==> config.mk <==
export PLATFORM = sky130hd
export DESIGN_NAME = spi_master_multi
export DESIGN_NICKNAME = d
export VERILOG_FILES = /design/src/rtl/spi_pkg.sv /design/src/rtl/spi_tick_gen.sv /design/src/rtl/spi_master_multi.sv
export SDC_FILE = /design/constraint.sdc
export NUM_CORES = 1
export LEC_CHECK = 0
export CAP_MARGIN = 20
export CORE_AREA = 2 2 147 77
export DETAILED_ROUTE_END_ITERATION = 8
export DIE_AREA = 0 0 149 79
export GPL_TIMING_DRIVEN = 0
export PLACE_DENSITY = 0.8
export SLEW_MARGIN = 20
export SYNTH_ARGS = -nofsm -noshare
export SYNTH_HDL_FRONTEND = slang
export SYNTH_SLANG_ARGS = --single-unit
==> constraint.sdc <==
create_clock -name i_clock -period 3.9 [get_ports i_clock]
set_input_delay 0.975 -clock i_clock [delete_from_list [all_inputs] [get_ports i_clock]]
set_output_delay 0.975 -clock i_clock [all_outputs]
set_load 0.05 [all_outputs]
==> src/rtl/spi_pkg.sv <==
// Shared types and helpers for the multi-byte SPI master.
// Mode constants are {cpol, cpha}.
package spi_pkg;

    typedef enum logic [2:0] {
        StIdle,
        StSetup,
        StShift,
        StHold,
        StDone
    } spi_state_e;

    localparam logic [1:0] SPI_MODE0 = 2'b00;
    localparam logic [1:0] SPI_MODE1 = 2'b01;
    localparam logic [1:0] SPI_MODE2 = 2'b10;
    localparam logic [1:0] SPI_MODE3 = 2'b11;

    // Clocks from the accept cycle to the o_done cycle, inclusive of the accept cycle.
    function automatic int unsigned transfer_cycles(input int unsigned clk_div,
                                                    input int unsigned cs_setup,
                                                    input int unsigned cs_hold,
                                                    input int unsigned n_bytes);
        return clk_div * (cs_setup + 16 * n_bytes + cs_hold) + 1;
    endfunction

endpackage

==> src/rtl/spi_tick_gen.sv <==
// Half-period tick generator: one-cycle pulse every CLK_DIV enabled cycles.
// The counter wraps CLK_DIV-1 -> 0 and is forced to 0 while cleared.
module spi_tick_gen #(
    parameter int unsigned CLK_DIV = 25
) (
    input  logic i_clock,
    input  logic i_reset,
    input  logic i_enable,
    input  logic i_clear,
    output logic o_tick
);

    localparam int unsigned CW = $clog2(CLK_DIV);

    logic [CW-1:0] cnt_q, cnt_d;
    logic          at_wrap;

    assign at_wrap = (cnt_q == CW'(CLK_DIV - 1));

    always_comb begin
        cnt_d = cnt_q;
        if (i_clear) begin
            cnt_d = '0;
        end else if (i_enable) begin
            cnt_d = at_wrap ? '0 : cnt_q + CW'(1);
        end
    end

    always_ff @(posedge i_clock) begin
        if (i_reset) begin
            cnt_q <= '0;
        end else begin
            cnt_q <= cnt_d;
        end
    end

    assign o_tick = i_enable && !i_clear && at_wrap;

endmodule

==> src/rtl/spi_master_multi.sv <==
// Single-clock SPI master: 1..MAX_BYTES bytes per transfer, all CPOL/CPHA modes,
// programmable CS setup/hold in SCLK half-periods. All pin outputs are registered.
module spi_master_multi
    import spi_pkg::*;
#(
    parameter int unsigned CLK_DIV   = 25,
    parameter int unsigned MAX_BYTES = 4,
    parameter int unsigned CS_SETUP  = 2,
    parameter int unsigned CS_HOLD   = 2,
    parameter int unsigned NB_W      = $clog2(MAX_BYTES + 1)
) (
    input  logic                   i_clock,
    input  logic                   i_reset,
    input  logic                   i_enable,
    input  logic                   i_start,
    input  logic                   i_cpol,
    input  logic                   i_cpha,
    input  logic [NB_W-1:0]        i_num_bytes,
    input  logic [8*MAX_BYTES-1:0] i_tx_data,
    output logic [8*MAX_BYTES-1:0] o_rx_data,
    output logic                   o_busy,
    output logic                   o_done,
    output logic                   o_cs_n,
    output logic                   o_sclk,
    output logic                   o_mosi,
    input  logic                   i_miso
);

    localparam int unsigned DW     = 8 * MAX_BYTES;
    localparam int unsigned BC_W   = $clog2(16 * MAX_BYTES + 1);
    localparam int unsigned HP_MAX = (CS_SETUP > CS_HOLD) ? CS_SETUP : CS_HOLD;
    localparam int unsigned HP_W   = (HP_MAX > 1) ? $clog2(HP_MAX) : 1;

    spi_state_e      state_q, state_d;
    logic            cpol_q, cpol_d;
    logic            cpha_q, cpha_d;
    logic [NB_W-1:0] n_q, n_d;
    logic [DW-1:0]   tx_q, tx_d;
    logic [DW-1:0]   rx_shift_q, rx_shift_d;
    logic [DW-1:0]   rx_data_q, rx_data_d;
    logic [HP_W-1:0] hp_q, hp_d;
    logic [BC_W-1:0] edge_q, edge_d;
    logic            cs_n_q, cs_n_d;
    logic            sclk_q, sclk_d;
    logic            mosi_q, mosi_d;

    logic            tick;
    logic [NB_W-1:0] n_in;
    logic [DW-1:0]   tx_aligned;
    logic [BC_W-1:0] edge_next;
    logic [BC_W-1:0] edges_total;
    logic            sample_edge;
    logic            shift_edge;

    assign o_busy = (state_q == StSetup) || (state_q == StShift) || (state_q == StHold);

    spi_tick_gen #(
        .CLK_DIV(CLK_DIV)
    ) u_tick_gen (
        .i_clock (i_clock),
        .i_reset (i_reset),
        .i_enable(o_busy),
        .i_clear (!o_busy),
        .o_tick  (tick)
    );

    // Edge numbering starts at 1; odd edges are leading edges.
    always_comb begin
        n_in        = (i_num_bytes > NB_W'(MAX_BYTES)) ? NB_W'(MAX_BYTES) : i_num_bytes;
        tx_aligned  = i_tx_data << (8 * (MAX_BYTES - 32'(n_in)));
        edge_next   = edge_q + BC_W'(1);
        edges_total = BC_W'({n_q, 4'b0000});
        sample_edge = cpha_q ? !edge_next[0] : edge_next[0];
        // CPHA=1 already presents the first bit, so its first leading edge does not shift.
        shift_edge  = cpha_q ? (edge_next[0] && (edge_q != '0))
                             : (!edge_next[0] && (edge_next != edges_total));
    end

    always_comb begin
        state_d    = state_q;
        cpol_d     = cpol_q;
        cpha_d     = cpha_q;
        n_d        = n_q;
        tx_d       = tx_q;
        rx_shift_d = rx_shift_q;
        rx_data_d  = rx_data_q;
        hp_d       = hp_q;
        edge_d     = edge_q;
        cs_n_d     = cs_n_q;
        sclk_d     = sclk_q;
        mosi_d     = mosi_q;

        unique case (state_q)
            StIdle: begin
                cs_n_d = 1'b1;
                sclk_d = cpol_q;
                if (i_enable && i_start && (i_num_bytes != '0)) begin
                    state_d    = StSetup;
                    cpol_d     = i_cpol;
                    cpha_d     = i_cpha;
                    n_d        = n_in;
                    tx_d       = tx_aligned;
                    mosi_d     = tx_aligned[DW-1];
                    rx_shift_d = '0;
                    hp_d       = '0;
                    edge_d     = '0;
                    cs_n_d     = 1'b0;
                    sclk_d     = i_cpol;
                end
            end
            StSetup: begin
                if (tick) begin
                    if (hp_q == HP_W'(CS_SETUP - 1)) begin
                        state_d = StShift;
                        hp_d    = '0;
                    end else begin
                        hp_d = hp_q + HP_W'(1);
                    end
                end
            end
            StShift: begin
                if (tick) begin
                    sclk_d = !sclk_q;
                    edge_d = edge_next;
                    if (sample_edge) begin
                        rx_shift_d = {rx_shift_q[DW-2:0], i_miso};
                    end
                    if (shift_edge) begin
                        tx_d   = tx_q << 1;
                        mosi_d = tx_q[DW-2];
                    end
                    if (edge_next == edges_total) begin
                        state_d = StHold;
                    end
                end
            end
            StHold: begin
                sclk_d = cpol_q;
                if (tick) begin
                    if (hp_q == HP_W'(CS_HOLD - 1)) begin
                        state_d   = StDone;
                        hp_d      = '0;
                        cs_n_d    = 1'b1;
                        rx_data_d = rx_shift_q;
                    end else begin
                        hp_d = hp_q + HP_W'(1);
                    end
                end
            end
            StDone: begin
                state_d = StIdle;
            end
            default: begin
                state_d = StIdle;
            end
        endcase
    end

    always_ff @(posedge i_clock) begin
        if (i_reset) begin
            state_q    <= StIdle;
            cpol_q     <= 1'b0;
            cpha_q     <= 1'b0;
            n_q        <= '0;
            tx_q       <= '0;
            rx_shift_q <= '0;
            rx_data_q  <= '0;
            hp_q       <= '0;
            edge_q     <= '0;
            cs_n_q     <= 1'b1;
            sclk_q     <= 1'b0;
            mosi_q     <= 1'b0;
        end else begin
            state_q    <= state_d;
            cpol_q     <= cpol_d;
            cpha_q     <= cpha_d;
            n_q        <= n_d;
            tx_q       <= tx_d;
            rx_shift_q <= rx_shift_d;
            rx_data_q  <= rx_data_d;
            hp_q       <= hp_d;
            edge_q     <= edge_d;
            cs_n_q     <= cs_n_d;
            sclk_q     <= sclk_d;
            mosi_q     <= mosi_d;
        end
    end

    assign o_done    = (state_q == StDone);
    assign o_rx_data = rx_data_q;
    assign o_cs_n    = cs_n_q;
    assign o_sclk    = sclk_q;
    assign o_mosi    = mosi_q;

endmodule
==> flow_summary.ini <==
[placed_design]
place_ws_ns = -1.25
hpwl_um = 12400
numPortBuffers = 77
gp_congestion = 0.947
dpl_cell_area_mm2 = 0.00661
placed_cells = 897

[synth]
syn_avg_cell_area_um2 = 8.39
syn_nets = 722
synthAdderAreaFrac_pct = 1.10
ys_seq_area_share_pct = 42.1
ys.flop_type = dfxtp_1
synth.cell_area_mm2 = 0.00566
synth_edf_count = 0
ys_types = 48
synth-simple-area-share_pct = 18.5
ys_ff_latch = 119
yosys.area.top_type = dfxtp_1
synthDominantCellAreaShare_pct = 42.1
async_flop_share_pct = 0
yosysWarnings = 0
synth_top_family_by_area = compound AO/OA/AOI/OAI gates
synth_mux_area_share_pct = 3.73
synth_compound_area_share_pct = 24.7
synthCells = 675
synth.area.top_cells = dfxtp_1 (42%), a21oi_1 (8.1%), nand2_1 (7.1%)
synthXorXnorAreaFrac_pct = 1.86

[pwr]
ir_drop_v = 0.000269
p_leak_nw = 2.42
p_per_area_mw_per_mm2 = 451

[critical_path]
cp_max_fo = 19
crit_type = in -> reg
cp_data_required_time_ns = 4.17
timing.rr.start = u_tick_gen.cnt_q[0]
r2r_end = o_rx_data[14]
reg2reg_slack_ns = 1.26
arrival_ns = 4.04
end_kind = flop
setup.worst_path.start_class = input port
reg2regPathDepth = 9

[timing]
grt_setup_unrepaired = false
slew_headroom_pct = 40.8
final.min_clock_period_ns = 3.78
setup_violations = 0
final_hold_viol_count = 0
clock_skew_ns = 0.00848
report.final.slew_viol_count = 0
whs_ns = 0.453
tightest_slew_ns = 0.888
fin_crit_sh_pct = 96.9
setup_slack_ns = 0.121
fmax_mhz = 265

[cells_and_area]
area_growth_syn_to_layout_pct = 28.0
fillers = 855
n_antenna_cell = 0
drive_gt1_share_pct = 9.83
final_nets = 817
layout.cells.non_filler = 928
final_cell_area_mm2 = 0.00725

[clocking]
cts.reportedPaths.clkPinSlew_ns = 0.06
cts_buffer_depth = 2
clock_sinks = 119
cts_hold_buf = 0
clock_latency_ns = 0.42
cts_made_buffers = 17
htree_levels = 4
cts_tree = built
clockRootBuffer = clkbuf_16

[outcome]
outcome = complete, but fails checks
violations = DRC

[min_path]
min_path_type = reg -> reg
worstHoldEndpoint = o_rx_data[21]
hp-start = o_rx_data[21]
min_path_cells = 2

[routing]
ant_nets = 0
remaining_drc_errors = 2
drtIter0Drc = 737
avgViaCountPerCell = 6.03
via_count = 5593
drt_first_pass_iters = 9
wl_per_cell_um = 18.3
drt-total-wl_um = 17000

[floorplanning]
die_w_um = 149
design.portCount = 79
initial_core_util_pct = 53.4
die_area_mm2 = 0.0118
die_h_um = 79
fp-row-count = 27
fp.coreArea_mm2 = 0.0106

[global_routing]
grt_first_pass_wirelength_um = 26600
grt.total_usage_pct = 29.4
grt.overflow.total = 0
grt_pass1_vias = 5133
grt_max_degree = 20
antenna_found_initial = 0

[flow_run]
drv_cap = 0
[cell usage after synthesis, types with 2 or more instances]
library cell  count
a2111oi_0         2
a211oi_1         11
a211oi_2         29
a21oi_1          92
a222oi_1         23
and2_1            2
and3_1            3
buf_12            3
buf_6             4
clkbuf_1         49
dfxtp_1         119
ha_1              5
inv_1            41
mux2i_1          20
nand2_1         107
nand3_1          35
nand3b_1         10
nand4_1           2
nand4b_1          4
nor2_1           34
nor2b_1           9
nor3_1            6
o21ai_0          17
o21ai_1           2
o22ai_1           8
or3_1             6
xnor2_1           6
xor2_1            6
[cells by family after synthesis]
logic type,after synthesis
flops,119
compound gates,193
simple gates,226
xor+xnor,12
buf+inv,99
mux,21
fa+ha+maj,5
[sequential cells by signal, summed over array words and instances, names as in the netlist]
signal            cells
rx_shift_q           32
u_tick_gen.cnt_q      5
state_q               3
o_sclk                1
cpol_q                1
edge_q                7
tx_q                 31
o_rx_data            32
o_cs_n                1
hp_q                  1
cpha_q                1
o_mosi                1
n_q                   3
[layout make-up]
type / count / area, um2 / share of cell area [%]
tap: 145 / 181 / 2.50
multi-input combinational: 457 / 2840 / 39.1
clock buffer: 22 / 454 / 6.27
inverter: 41 / 154 / 2.12
sequential: 119 / 2380 / 32.9
buffer: 57 / 303 / 4.18
timing repair buffer: 77 / 771 / 10.6
clock inverter: 10 / 169 / 2.33
[what timing repair did]
item / in CTS / in global routing
setup endpoints to repair: 32 / 16
gates resized for setup: 4 / 6
buffers inserted: 0 / 0
[per-stage QoR]
stage / total power, mW / setup TNS (ns) / utilization [%]
after floorplan: 1.49 / 0 / -
after global placement: 1.60 / -24.99 / 62.3
after detailed placement: 1.61 / -29.66 / 62.3
after CTS: 3.26 / 0 / 68.3
after global routing: 3.36 / 0 / 68.3
final: 3.27 / 0 / 68.3
[how the worst max path moves through the flow]
stage / startpoint / to / slack (ns) / cells after the start
3_5_place_dp: i_num_bytes[2] / tx_q[6] / -1.25 / 13
3_3_place_gp: i_num_bytes[2] / tx_q[4] / -1.12 / 13
6_report: i_num_bytes[2] / tx_q[27] / 0.12 / 11
2_1_floorplan: i_num_bytes[0] / tx_q[1] / 0.25 / 12
5_1_grt: i_num_bytes[2] / tx_q[7] / 0.004 / 12
4_1_cts: i_num_bytes[2] / tx_q[7] / 0.04 / 12
[layer usage]
metal / vias up / track usage, % / part of all wire, %
met5: - / 5.91 / 0.48
met4: 2 / 8.00 / 1.1
met3: 26 / 11.4 / 12
met2: 284 / 41.2 / 41
met1: 2701 / 41.4 / 45
li1: 2580 / - / -
[critical path: stages]
cell and delay [ns]:
clkdlybuf4s50_1 0.51, nor2b_1 0.15, clkbuf_1 0.25, buf_4 0.32
inv_1 0.07, ha_1 0.27, clkbuf_1 0.25, clkbuf_1 0.45
a21oi_1 0.29, a222oi_1 0.41, a211oi_2 0.08
[report_power, final]
group	internal (mW)	total (mW)	switching (mW)
sequential	1.24	1.26	0.0162
combinational	0.134	0.342	0.208
clock	1.09	1.67	0.578
[cell usage in the layout (no fill, tap or decap), drive strengths merged, types with 5 or more instances in the layout]
master         instances
a222oi                23
buf                   10
ha                     5
nor2b                  9
nor3                   7
nand3b                10
xnor2                  6
clkbuf                69
a211oi                40
nor2                  34
or3                    7
inv                   43
o22ai                  8
mux2i                 20
nand2                107
xor2                   6
o21ai                 20
a21oi                 92
dfxtp                119
nand3                 35
clkdlybuf4s50         77
(Power assumes the default switching activity.)
